### config.mk
export PLATFORM = sky130hd
export DESIGN_NAME = mdl_accmode_mch
export DESIGN_NICKNAME = d
export VERILOG_FILES = /design/src/rtl/mdl_accmode_mch.sv
export SDC_FILE = /design/constraint.sdc
export NUM_CORES = 1
export LEC_CHECK = 0
export ABC_AREA = 1
export CAP_MARGIN = 5
export CORE_MARGIN = 5
export CORE_UTILIZATION = 50
export DETAILED_ROUTE_END_ITERATION = 6
export DONT_BUFFER_PORTS = 1
export GPL_TIMING_DRIVEN = 0
export HOLD_SLACK_MARGIN = 0.03
export PLACE_DENSITY = 0.68
export SETUP_SLACK_MARGIN = 0.1
export SYNTH_ARGS = -nofsm -noshare
export SYNTH_HDL_FRONTEND = slang
export SYNTH_SLANG_ARGS = --single-unit
### constraint.sdc
create_clock -name i_MCLK -period 1.6 [get_ports i_MCLK]
set_input_delay 0.32 -clock i_MCLK [delete_from_list [all_inputs] [get_ports i_MCLK]]
set_output_delay 0.32 -clock i_MCLK [all_outputs]
set_load 0.02 [all_outputs]
### src/rtl/mdl_accmode_mch.sv
// Per-channel bootloader/user access-mode flags, shared ALD source flag,
// sync-wait watchdog and channel-select error detection. Advances on 2 MHz enables only.
module mdl_accmode_mch #(
  parameter int NUM_CH      = 2,
  parameter int CH_W        = 3,
  parameter int TIMEOUT_CYC = 2048
) (
  input  logic              i_MCLK,
  input  logic              i_SYS_RST_n,
  input  logic              i_CLK2M_PCEN_n,
  input  logic              i_SYS_RUN_FLAG,
  input  logic              i_CMDREG_RST_n,
  input  logic              i_BDI_EN_SET_n,
  input  logic              i_SYNCED_FLAG_SET_n,
  input  logic [CH_W-1:0]   i_CH_SEL,
  output logic              o_UMODE_SET_n,
  output logic [NUM_CH-1:0] o_BMODE_n,
  output logic [NUM_CH-1:0] o_UMODE_n,
  output logic              o_ALD_nB_U,
  output logic [CH_W-1:0]   o_ACT_CH,
  output logic              o_SYNC_TIMEOUT,
  output logic              o_SEL_ERR
);

  localparam int              CNT_W    = $clog2(TIMEOUT_CYC + 1);
  localparam logic [CNT_W-1:0] CNT_LAST = CNT_W'(TIMEOUT_CYC - 1);
  localparam logic [CNT_W-1:0] CNT_MAX  = CNT_W'(TIMEOUT_CYC);
  localparam logic [CH_W:0]    CH_LIM   = (CH_W + 1)'(NUM_CH);

  typedef enum logic {ST_IDLE, ST_WAIT} wd_state_t;

  wd_state_t         state;
  logic [CNT_W-1:0]  cnt;
  logic              en;
  logic              set_ev;
  logic              sel_ok;
  logic              set_ok;
  logic              ald_set;
  logic              ald_clr;
  logic [NUM_CH-1:0] ch_hit;

  assign o_UMODE_SET_n = i_CMDREG_RST_n | i_BDI_EN_SET_n;
  assign en            = ~i_CLK2M_PCEN_n;
  assign set_ev        = ~o_UMODE_SET_n;
  assign sel_ok        = {1'b0, i_CH_SEL} < CH_LIM;
  assign set_ok        = set_ev & sel_ok;
  assign ald_set       = set_ok | ~i_SYS_RUN_FLAG;
  assign ald_clr       = ~i_SYNCED_FLAG_SET_n;

  always_comb begin
    ch_hit = '0;
    for (int c = 0; c < NUM_CH; c++) begin
      ch_hit[c] = set_ok && (i_CH_SEL == CH_W'(c));
    end
  end

  // Mode flags, active channel, ALD source and select error
  always_ff @(posedge i_MCLK or negedge i_SYS_RST_n) begin
    if (!i_SYS_RST_n) begin
      o_BMODE_n  <= '0;
      o_UMODE_n  <= '1;
      o_ALD_nB_U <= 1'b0;
      o_ACT_CH   <= '0;
      o_SEL_ERR  <= 1'b0;
    end else if (en) begin
      o_BMODE_n <= o_BMODE_n | ch_hit;
      // a halted system forces every channel out of user mode, even over a set
      if (!i_SYS_RUN_FLAG) o_UMODE_n <= '1;
      else                 o_UMODE_n <= o_UMODE_n & ~ch_hit;
      if (set_ok) o_ACT_CH <= i_CH_SEL;
      if (set_ev && !sel_ok) o_SEL_ERR <= 1'b1;
      if (ald_set)      o_ALD_nB_U <= 1'b1;
      else if (ald_clr) o_ALD_nB_U <= 1'b0;
    end
  end

  // Sync-wait watchdog
  always_ff @(posedge i_MCLK or negedge i_SYS_RST_n) begin
    if (!i_SYS_RST_n) begin
      state          <= ST_IDLE;
      cnt            <= '0;
      o_SYNC_TIMEOUT <= 1'b0;
    end else if (en) begin
      case (state)
        ST_IDLE: begin
          cnt <= '0;
          if (ald_set) state <= ST_WAIT;
        end
        ST_WAIT: begin
          if (ald_set) begin
            cnt <= '0;
          end else if (ald_clr) begin
            state <= ST_IDLE;
            cnt   <= '0;
          end else if (cnt != CNT_MAX) begin
            cnt <= cnt + 1'b1;
            if (cnt == CNT_LAST) o_SYNC_TIMEOUT <= 1'b1;
          end
        end
        default: begin
          state <= ST_IDLE;
          cnt   <= '0;
        end
      endcase
      if (set_ok) o_SYNC_TIMEOUT <= 1'b0;
    end
  end

endmodule

==> results of run 1 <==
==> report_power, final <==
part / switching, mW / total [mW] / internal (mW)
sequential: 0.0457 / 0.653 / 0.607
clock: 0.188 / 0.286 / 0.0978
combinational: 0.0908 / 0.151 / 0.0602
total: 0.324 / 1.09 / 0.765
==> routing by layer <==
| layer | part of all wire | routed length [um] | track usage | vias up |
|---|---|---|---|---|
| li1 | - | - | - | 596 |
| met2 | 0.52 | 1700 | 0.293 | 25 |
| met4 | 0.011 | 36 | 0.0557 | 0 |
| met1 | 0.42 | 1380 | 0.207 | 578 |
| met3 | 0.046 | 149 | 0.0396 | 5 |
| met5 | 0 | 0 | 0 | - |
==> state kept, by name, summed over array words and instances, names as in the netlist <==
| register | count |
|---|---|
| o_ACT_CH | 3 |
| cnt | 12 |
| o_BMODE_n | 2 |
| o_UMODE_n | 2 |
| o_SEL_ERR | 1 |
| state | 1 |
| o_SYNC_TIMEOUT | 1 |
| o_ALD_nB_U | 1 |
==> metrics by stage <==
stage / util / cell area [um2]
floorplan: - / 1380
global placement: 0.524 / 1420
detailed placement: 0.524 / 1420
CTS: 0.554 / 1500
global route: 0.581 / 1580
finish: 0.581 / 1580
==> timing repair <==
item	CTS	global route
hold buffers	1	0
pin swaps	3	5
setup buffers	5	1
cloned	0	1
setup endpoints to repair	8	12
gates resized for setup	4	11
hold endpoints to repair	23	0
==> cells by family (layout without fill, tap and decap cells) <==
| kind of cell | Yosys count | in the layout | share of synthesized area |
|---|---|---|---|
| AOI/OAI and AO/OA | 20 | 20 | 0.0969 |
| adders and majority gates | 2 | 2 | 0.0181 |
| buffers and inverters | 31 | 43 | 0.0951 |
| DFF | 23 | 23 | 0.418 |
| and+or+nand+nor | 107 | 107 | 0.371 |
==> layout by cell type (no fill, tap or decap), types with 3 or more instances in the layout <==
master	n
o21bai_1	3
o21ai_0	6
dfrtp_1	21
inv_1	20
nor2_1	22
nand2_2	8
o21ai_1	3
nand4_1	4
buf_4	6
inv_2	6
nand3_1	17
nor2_2	5
nand2_1	40
nand3_2	3
clkbuf_4	3
o21ai_2	6
==> worst min path at each step <==
stage / startpoint / end / slack [ns] / cells past startpoint
3_3_place_gp: i_SYS_RST_n / cnt[6] / 0.03 / 0
5_1_grt: i_CH_SEL[0] / o_BMODE_n[0] / 0.08 / 1
2_1_floorplan: i_SYS_RST_n / cnt[0] / 0.02 / 0
3_5_place_dp: i_SYS_RST_n / cnt[6] / 0.03 / 0
4_1_cts: i_CH_SEL[0] / o_BMODE_n[0] / 0.07 / 1
6_report: i_CH_SEL[0] / o_BMODE_n[0] / 0.07 / 1
==> final cells by class <==
| class | count | area (um2) |
|---|---|---|
| Sequential cell | 23 | 578 |
| Multi-Input combinational cell | 129 | 713 |
| Buffer | 2 | 25.0 |
| Timing Repair Buffer | 8 | 80.1 |
| Clock buffer | 4 | 26.3 |
| Fill cell | 262 | 1130 |
| Inverter | 29 | 114 |
| Tap cell | 31 | 38.8 |
==> results.txt, run 1 <==
pre-CTS setup slack -> -0.0446 ns
Pre-antenna DRT Iters -> 4
Slew headroom -> 0.304
f_max -> 670 MHz
Avg WL per Cell -> 14.5 um
Critical Path AT -> 1.73 ns
pin count of the biggest net entering global routing -> 24
number of diodes -> 0
Post-synth ARST share -> 1.00
Routability Congestion -> 0.924
core area -> 2710 um2
Hold Crit Class -> input port to flop
vias per cell -> 5.33
critical path's top delay family -> simple AND/OR/NAND/NOR gates
Crit. path cell count -> 10
crit path buf inv count -> 2
global route total overflow -> 0
placed cells -> 214
Synth top area share -> 0.380
post-synth top area cell -> dfrtp_1
die width -> 62.6 um
Cells after Synth -> 183
drt initial violations -> 61
Mapped Area -> 1380 um2
Final Hold Fails -> 0
vias in the first global route -> 1184
reg2reg setup slack -> 0.11 ns
initial core utilization -> 0.510
antenna-violating nets left -> 0
crit share post-route -> 0.933
Skew-Pair Late Insertion Delay -> 0.32 ns
Final Critical Period -> 1.49 ns
Clock Tree Buf Depth -> 2
Die Y -> 62.6 um
first-pass GRT wire length -> 5.42 mm
Final Max Tran Viols -> 0
final setup vio count -> 0
Root Buffer -> clkbuf_4
vias -> 1204
Pleak -> 0.756 nW
Worst setup SP type -> flop
htree depth -> 1
crit-path max FO -> 7
DIE AREA -> 3910 um2
synth top area cells -> dfrtp_1 38%, nand2_1 11%, inv_1 6.3%
cell mode on critical path -> nand2_2
Port Buf Inserts -> 0
Fin Hold WS -> 0.0681 ns
Layout Skew -> 0.00335 ns
CP Capture Type -> flop
Worst Path Required -> 1.83 ns
Post-DP HPWL -> 2.25 mm
CP peak stage delay -> 0.42 ns
crit-path cells -> inv_2 -> ha_4 -> nand2_2 -> nor2_2 -> nand3_2 -> nand2_4 -> nand2_8 -> buf_12 -> nand2_2 -> o21ai_2
peak supply drop -> 0.574 mV
clock sinks -> 23
max-cap violation count -> 0
CTS buffer count -> 3
Distinct cells, synth -> 26
top cells by count, synth -> 42 x nand2_1, 23 x inv_1, 23 x nor2_1, 21 x dfrtp_1, 17 x nand3_1
Top-Level Pins -> 21
Post-Syn Nets -> 195
Ys Warns -> 0
Seq cells post-synth -> 23
unrepaired setup endpoints after global routing -> yes
setup TNS -> 0 ns
CTS tree -> done
crit path to -> cnt[3]
most common cell in the synthesized netlist -> nand2_1
Synth-to-Final Area Change -> 14.0%
Crit-path slowest cell -> dfrtp_1
initial antenna violation count -> 0
nets -> 208
Final Non-Filler Cells -> 226
critical path class -> flop to flop
Power Total -> 1.09 mW
post-route setup slack -> 0.108 ns
top_reg_cell synth -> dfrtp_1
sequential fraction of the synthesis area -> 0.418
GRT Overall Usage -> 0.170
status -> completed
worst r2r src -> cnt[1]
Mapped Avg Cell Area -> 7.55 um2
capture point of the worst reg-to-reg path -> cnt[3]
PD cells -> 692 nW/um2
Post-synth EDFFs -> 0
FF-to-FF path depth -> 10
DRC viols -> 0
Worst-path clk slew -> 0.13 ns
worst slew pin tran -> 1.04 ns
layout cell share with drive strength beyond 1 -> 0.272
Crit. Startpoint -> cnt[1]
FP Rows -> 19
final wirelength -> 3.27 mm
No activity file was read; power rests on OpenSTA's default activity.
==> run 2: changes to the inputs <==
Settings changed: SETUP_SLACK_MARGIN 0.1 to 0.4.
==> run 2 against run 1 <==
Non-clock buffer count grew 14. Total power grew 3.5%. Combinational power grew 26%. Flip-flop and latch count is the same. Critical endpoint is now cnt[1]. Largest cell class unchanged.
==> results.txt, run 2 (synthesized netlist as in run 1, its figures left out) <==
status -> completed
setup TNS -> 0 ns (unchanged)
PD cells -> 634 nW/um2 (-8.3%)
Power Total -> 1.13 mW (+3.5%)
die width -> 62.6 um (unchanged)
vias -> 1334 (+11%)
Port Buf Inserts -> 0 (unchanged)
critical path class -> flop to flop
initial antenna violation count -> 0 (unchanged)
Synth-to-Final Area Change -> 28.6%
global route total overflow -> 0 (unchanged)
Pleak -> 0.844 nW (+12%)
Root Buffer -> clkbuf_4
CTS tree -> done
Critical Path AT -> 1.65 ns (-0.08 ns)
drt initial violations -> 76 (+25%)
DRC viols -> 0 (unchanged)
DIE AREA -> 3910 um2 (unchanged)
antenna-violating nets left -> 0 (unchanged)
Skew-Pair Late Insertion Delay -> 0.33 ns (about the same)
GRT Overall Usage -> 0.188 (+0.0186)
Worst Path Required -> 1.83 ns (about the same)
initial core utilization -> 0.510 (unchanged)
Worst setup SP type -> flop
f_max -> 706 MHz (+5.3%)
CTS buffer count -> 3 (unchanged)
worst slew pin tran -> 0.323 ns (-0.717 ns)
biggest regs -> cnt: 12 flops, o_ACT_CH: 3 flops
pre-CTS setup slack -> 0.0917 ns (+0.136 ns)
pin count of the biggest net entering global routing -> 24 (unchanged)
core area -> 2710 um2 (unchanged)
FP Rows -> 19 (unchanged)
Slew headroom -> 0.783 (+0.479)
Sequential cell area -> 581 um2 (+0.43%)
max reg flops -> 12 (unchanged)
Worst-path clk slew -> 0.14 ns (about the same)
clock sinks -> 23 (unchanged)
Routability Congestion -> 0.932 (+0.87%)
peak supply drop -> 0.518 mV (-9.9%)
final wirelength -> 3.61 mm (+11%)
Avg WL per Cell -> 15.1 um (+4.1%)
max-cap violation count -> 0 (unchanged)
Hold Crit Class -> input port to flop
Fin Hold WS -> 0.0689 ns (+0.000781 ns)
post-route setup slack -> 0.183 ns (+0.0756 ns)
Final Max Tran Viols -> 0 (unchanged)
Top-Level Pins -> 21 (unchanged)
vias per cell -> 5.56 (+4.3%)
Clock Tree Buf Depth -> 2 (unchanged)
layout cell share with drive strength beyond 1 -> 0.388 (+0.116)
area of the multi-input gates -> 779 um2 (+9.3%)
htree depth -> 1 (unchanged)
Pre-antenna DRT Iters -> 5 (+1)
final setup vio count -> 0 (unchanged)
commonest non-fill, non-tap cell in the layout -> nand2_1
Layout Skew -> 0.00461 ns (+0.00126 ns)
unrepaired setup endpoints after global routing -> yes
reg2reg setup slack -> 0.18 ns (+0.08 ns)
crit share post-route -> 0.885 (-0.0473)
fill count -> 222 (-15%)
nets -> 222 (+6.7%)
vias in the first global route -> 1274 (+7.6%)
first-pass GRT wire length -> 5.97 mm (+10%)
CP Capture Type -> flop
crit-path max FO -> 5 (-2)
Final Hold Fails -> 0 (unchanged)
Die Y -> 62.6 um (unchanged)
most frequent cells in the layout -> 39 x nand2_1, 20 x inv_1, 20 x nor2_1, 19 x dfrtp_1, 15 x buf_4
Final Critical Period -> 1.42 ns (-0.0756 ns)
number of diodes -> 0 (unchanged)
register with the most flip-flops -> cnt
Post-DP HPWL -> 2.32 mm (+3.0%)
## run 2: final timing paths
check / from / endpoint / cells after the start
max in group asynchronous: i_SYS_RST_n / o_UMODE_n[0] / 2
min reg2reg: o_UMODE_n[1] / o_UMODE_n[1] / 2
max: cnt[1] / cnt[1] / 10
min: i_CH_SEL[0] / o_BMODE_n[0] / 1
max reg2reg: cnt[1] / cnt[1] / 10
min in group asynchronous: i_SYS_RST_n / o_BMODE_n[0] / 2
## run 2: area by class of cell
| cell class | count | area share |
|---|---|---|
| Clock inverter | 1 | 0.00282 |
| Buffer | 2 | 0.0113 |
| Multi-Input combinational cell | 129 | 0.439 |
| Timing Repair Buffer | 22 | 0.121 |
| Sequential cell | 23 | 0.327 |
| Tap cell | 31 | 0.0218 |
| Clock buffer | 3 | 0.0127 |
| Inverter | 29 | 0.0648 |
## run 2: repair_timing
action,in CTS,in global routing
gates cloned,1,0
gates resized for setup,21,9
pin swaps,6,4
endpoints found under the hold margin,23,23
setup endpoints to repair,15,15
buffers inserted,15,4
## run 2: routing by layer
layer / vias up / global-route usage / share of wire
li1: 633 / - / -
met1: 622 / 0.223 / 0.39
met2: 68 / 0.339 / 0.51
met3: 11 / 0.0342 / 0.078
met4: 0 / 0.0610 / 0.022
met5: - / 0 / 0
## run 2: report_power, final
group | switching [mW] | total, mW | internal [mW]
logic | 0.111 | 0.191 | 0.0805
registers | 0.0397 | 0.647 | 0.608
clock network | 0.195 | 0.289 | 0.0940
total | 0.345 | 1.13 | 0.782
## run 2: worst max-delay path, cell delays in order, from the launching register on
cell     delay (ns)
dfrtp_1        0.43
inv_2          0.08
ha_4           0.14
nand2_2        0.05
nor2_2         0.08
nand3_2        0.10
nand2_4        0.11
nand2_8        0.08
buf_8          0.15
nand3_2        0.06
o21ai_2        0.05
## run 2: through the flow
| stage | cell area [um2] | cells | utilization |
|---|---|---|---|
| after detailed placement | 1440 | 214 | 0.530 |
| after global placement | 1440 | 214 | 0.530 |
| after CTS | 1680 | 234 | 0.621 |
| after global routing | 1780 | 240 | 0.656 |
| after floorplan | 1400 | 183 | - |
| final | 1780 | 240 | 0.656 |
==> run 3: changes to the inputs <==
Settings changed: ABC_CLOCK_PERIOD_IN_PS from default to 1600, RECOVER_POWER from default to 25.
==> run 3 against run 2 <==
Register-to-register slack is essentially flat. Clock power is essentially flat. Wire length down 0.89%. Flip-flop and latch count unchanged. Core utilization down 0.55 points. Via count increased by 0.22%. Critical path type unchanged. Critical endpoint unchanged. Highest routed layer unchanged.
==> results.txt, run 3 (synthesized netlist as in run 1, its figures left out) <==
htree depth -> 1 (unchanged)
CP Capture Type -> flop
setup TNS -> 0 ns (unchanged)
PD cells -> 636 nW/um2 (+0.28%)
drt initial violations -> 75 (-1.3%)
Sequential cell area -> 581 um2 (unchanged)
Top-Level Pins -> 21 (unchanged)
die width -> 62.6 um (unchanged)
final setup vio count -> 0 (unchanged)
Layout Skew -> 0.00305 ns (-0.00156 ns)
Fin Hold WS -> 0.0708 ns (+0.00191 ns)
Die Y -> 62.6 um (unchanged)
Worst Path Required -> 1.83 ns (about the same)
worst slew pin tran -> 0.593 ns (+0.270 ns)
unrepaired setup endpoints after global routing -> yes
first-pass GRT wire length -> 5.97 mm (unchanged)
Final Critical Period -> 1.42 ns (+0.00520 ns)
worst r2r src -> cnt[1]
hold depth -> 1 (unchanged)
Pre-antenna DRT Iters -> 4 (-1)
pin count of the biggest net entering global routing -> 24 (unchanged)
CTS tree -> done
biggest regs -> cnt: 12 flops, o_ACT_CH: 3 flops
FF-to-FF path depth -> 10 (unchanged)
Worst setup SP type -> flop
final wirelength -> 3.58 mm (-0.89%)
core area -> 2710 um2 (unchanged)
Routability Congestion -> 0.932 (unchanged)
GRT Overall Usage -> 0.188 (unchanged)
commonest non-fill, non-tap cell in the layout -> nand2_1
Final Hold Fails -> 0 (unchanged)
layout cell share with drive strength beyond 1 -> 0.388 (unchanged)
max-cap violation count -> 0 (unchanged)
Hold Path Sink -> o_BMODE_n[0]
initial antenna violation count -> 0 (unchanged)
peak supply drop -> 0.515 mV (-0.52%)
nets -> 222 (unchanged)
Post-DP HPWL -> 2.32 mm (unchanged)
Avg WL per Cell -> 14.9 um (-0.89%)
Hold Crit Class -> input port to flop
DRC viols -> 0 (unchanged)
FP Rows -> 19 (unchanged)
vias -> 1337 (+0.22%)
area of the multi-input gates -> 779 um2 (unchanged)
Clock Tree Buf Depth -> 2 (unchanged)
antenna-violating nets left -> 0 (unchanged)
status -> completed
register with the most flip-flops -> cnt
most frequent cells in the layout -> 39 x nand2_1, 20 x inv_1, 20 x nor2_1, 19 x dfrtp_1, 15 x buf_4
crit-path max FO -> 5 (unchanged)
Pleak -> 0.839 nW (-0.62%)
max reg flops -> 12 (unchanged)
reg2reg setup slack -> 0.18 ns (about the same)
Slew headroom -> 0.605 (-0.179)
vias per cell -> 5.57 (+0.22%)
Final Max Tran Viols -> 0 (unchanged)
capture point of the worst reg-to-reg path -> cnt[1]
crit share post-route -> 0.889 (+0.00325)
DIE AREA -> 3910 um2 (unchanged)
fill count -> 224 (+0.90%)
f_max -> 703 MHz (-0.37%)
Worst-path clk slew -> 0.13 ns (about the same)
Root Buffer -> clkbuf_4
clock sinks -> 23 (unchanged)
Synth-to-Final Area Change -> 27.5%
global route total overflow -> 0 (unchanged)
critical path class -> flop to flop
number of diodes -> 0 (unchanged)
Hold Crit Start -> i_CH_SEL[0]
CTS buffer count -> 3 (unchanged)
Crit. Startpoint -> cnt[1]
Skew-Pair Late Insertion Delay -> 0.33 ns (about the same)
vias in the first global route -> 1274 (unchanged)
initial core utilization -> 0.510 (unchanged)
Critical Path AT -> 1.66 ns (about the same)
Port Buf Inserts -> 0 (unchanged)
-- run 3: changes by cell type in the layout (fill, tap and decap cells not counted) --
cell / previous run / this run
buf_12: 1 / 0
clkbuf_2: 0 / 1
-- run 3: worst max-delay path by stage --
stage / depth (start not counted) / end
global placement: 10 / cnt[3]
CTS: 10 / cnt[1]
detailed placement: 10 / cnt[4]
global route: 10 / cnt[5]
floorplan: 10 / cnt[3]
finish: 10 / cnt[1]
-- run 3: power by group --
part / internal (mW) / total [mW] / switching (mW) / leakage [nW]
sequential: 0.608 / 0.647 / 0.0394 / 0.291
clock: 0.0940 / 0.287 / 0.193 / 0.0177
combinational: 0.0764 / 0.187 / 0.110 / 0.530
total: 0.778 / 1.12 / 0.343 / 0.839
-- run 3: repair_timing --
item	in CTS	in global routing
pin swaps	6	4
resized for setup	21	9
endpoints found under the setup margin	15	15
hold endpoints to repair	23	23
setup buffers	15	4
gates cloned	1	0
-- run 3: through the flow --
step / total power, mW / util / instance area (um2) / worst slack [ns] / cells
after global routing: 1.18 / 0.650 / 1760 / 0.0850 / 240
after CTS: 1.10 / 0.621 / 1680 / 0.199 / 234
final: 1.12 / 0.650 / 1760 / 0.178 / 240
after detailed placement: 0.771 / 0.530 / 1440 / 0.0917 / 214
after global placement: 0.770 / 0.530 / 1440 / 0.105 / 214
after floorplan: 0.745 / - / 1400 / 0.222 / 183
-- run 3: layout make-up --
type,instances,share of cell area
Timing Repair Buffer,22,0.114
Buffer,2,0.0114
Inverter,29,0.0653
Tap cell,31,0.0220
Sequential cell,23,0.330
Clock buffer,3,0.0128
Multi-Input combinational cell,129,0.442
Clock inverter,1,0.00284
-- run 3: per-layer routing --
metal / global-route usage / wire length (um) / vias to the layer above
met5: 0 / 0 / -
met4: 0.0610 / 82 / 0
met3: 0.0342 / 269 / 9
met2: 0.339 / 1820 / 61
met1: 0.223 / 1410 / 629
li1: - / - / 638
-- run 3: critical path, stage by stage (launching register included) --
cell     delay [ns]
dfrtp_1        0.44
inv_2          0.08
ha_4           0.14
nand2_2        0.05
nor2_2         0.08
nand3_2        0.10
nand2_4        0.11
nand2_8        0.08
buf_8          0.15
nand3_2        0.06
o21ai_2        0.05
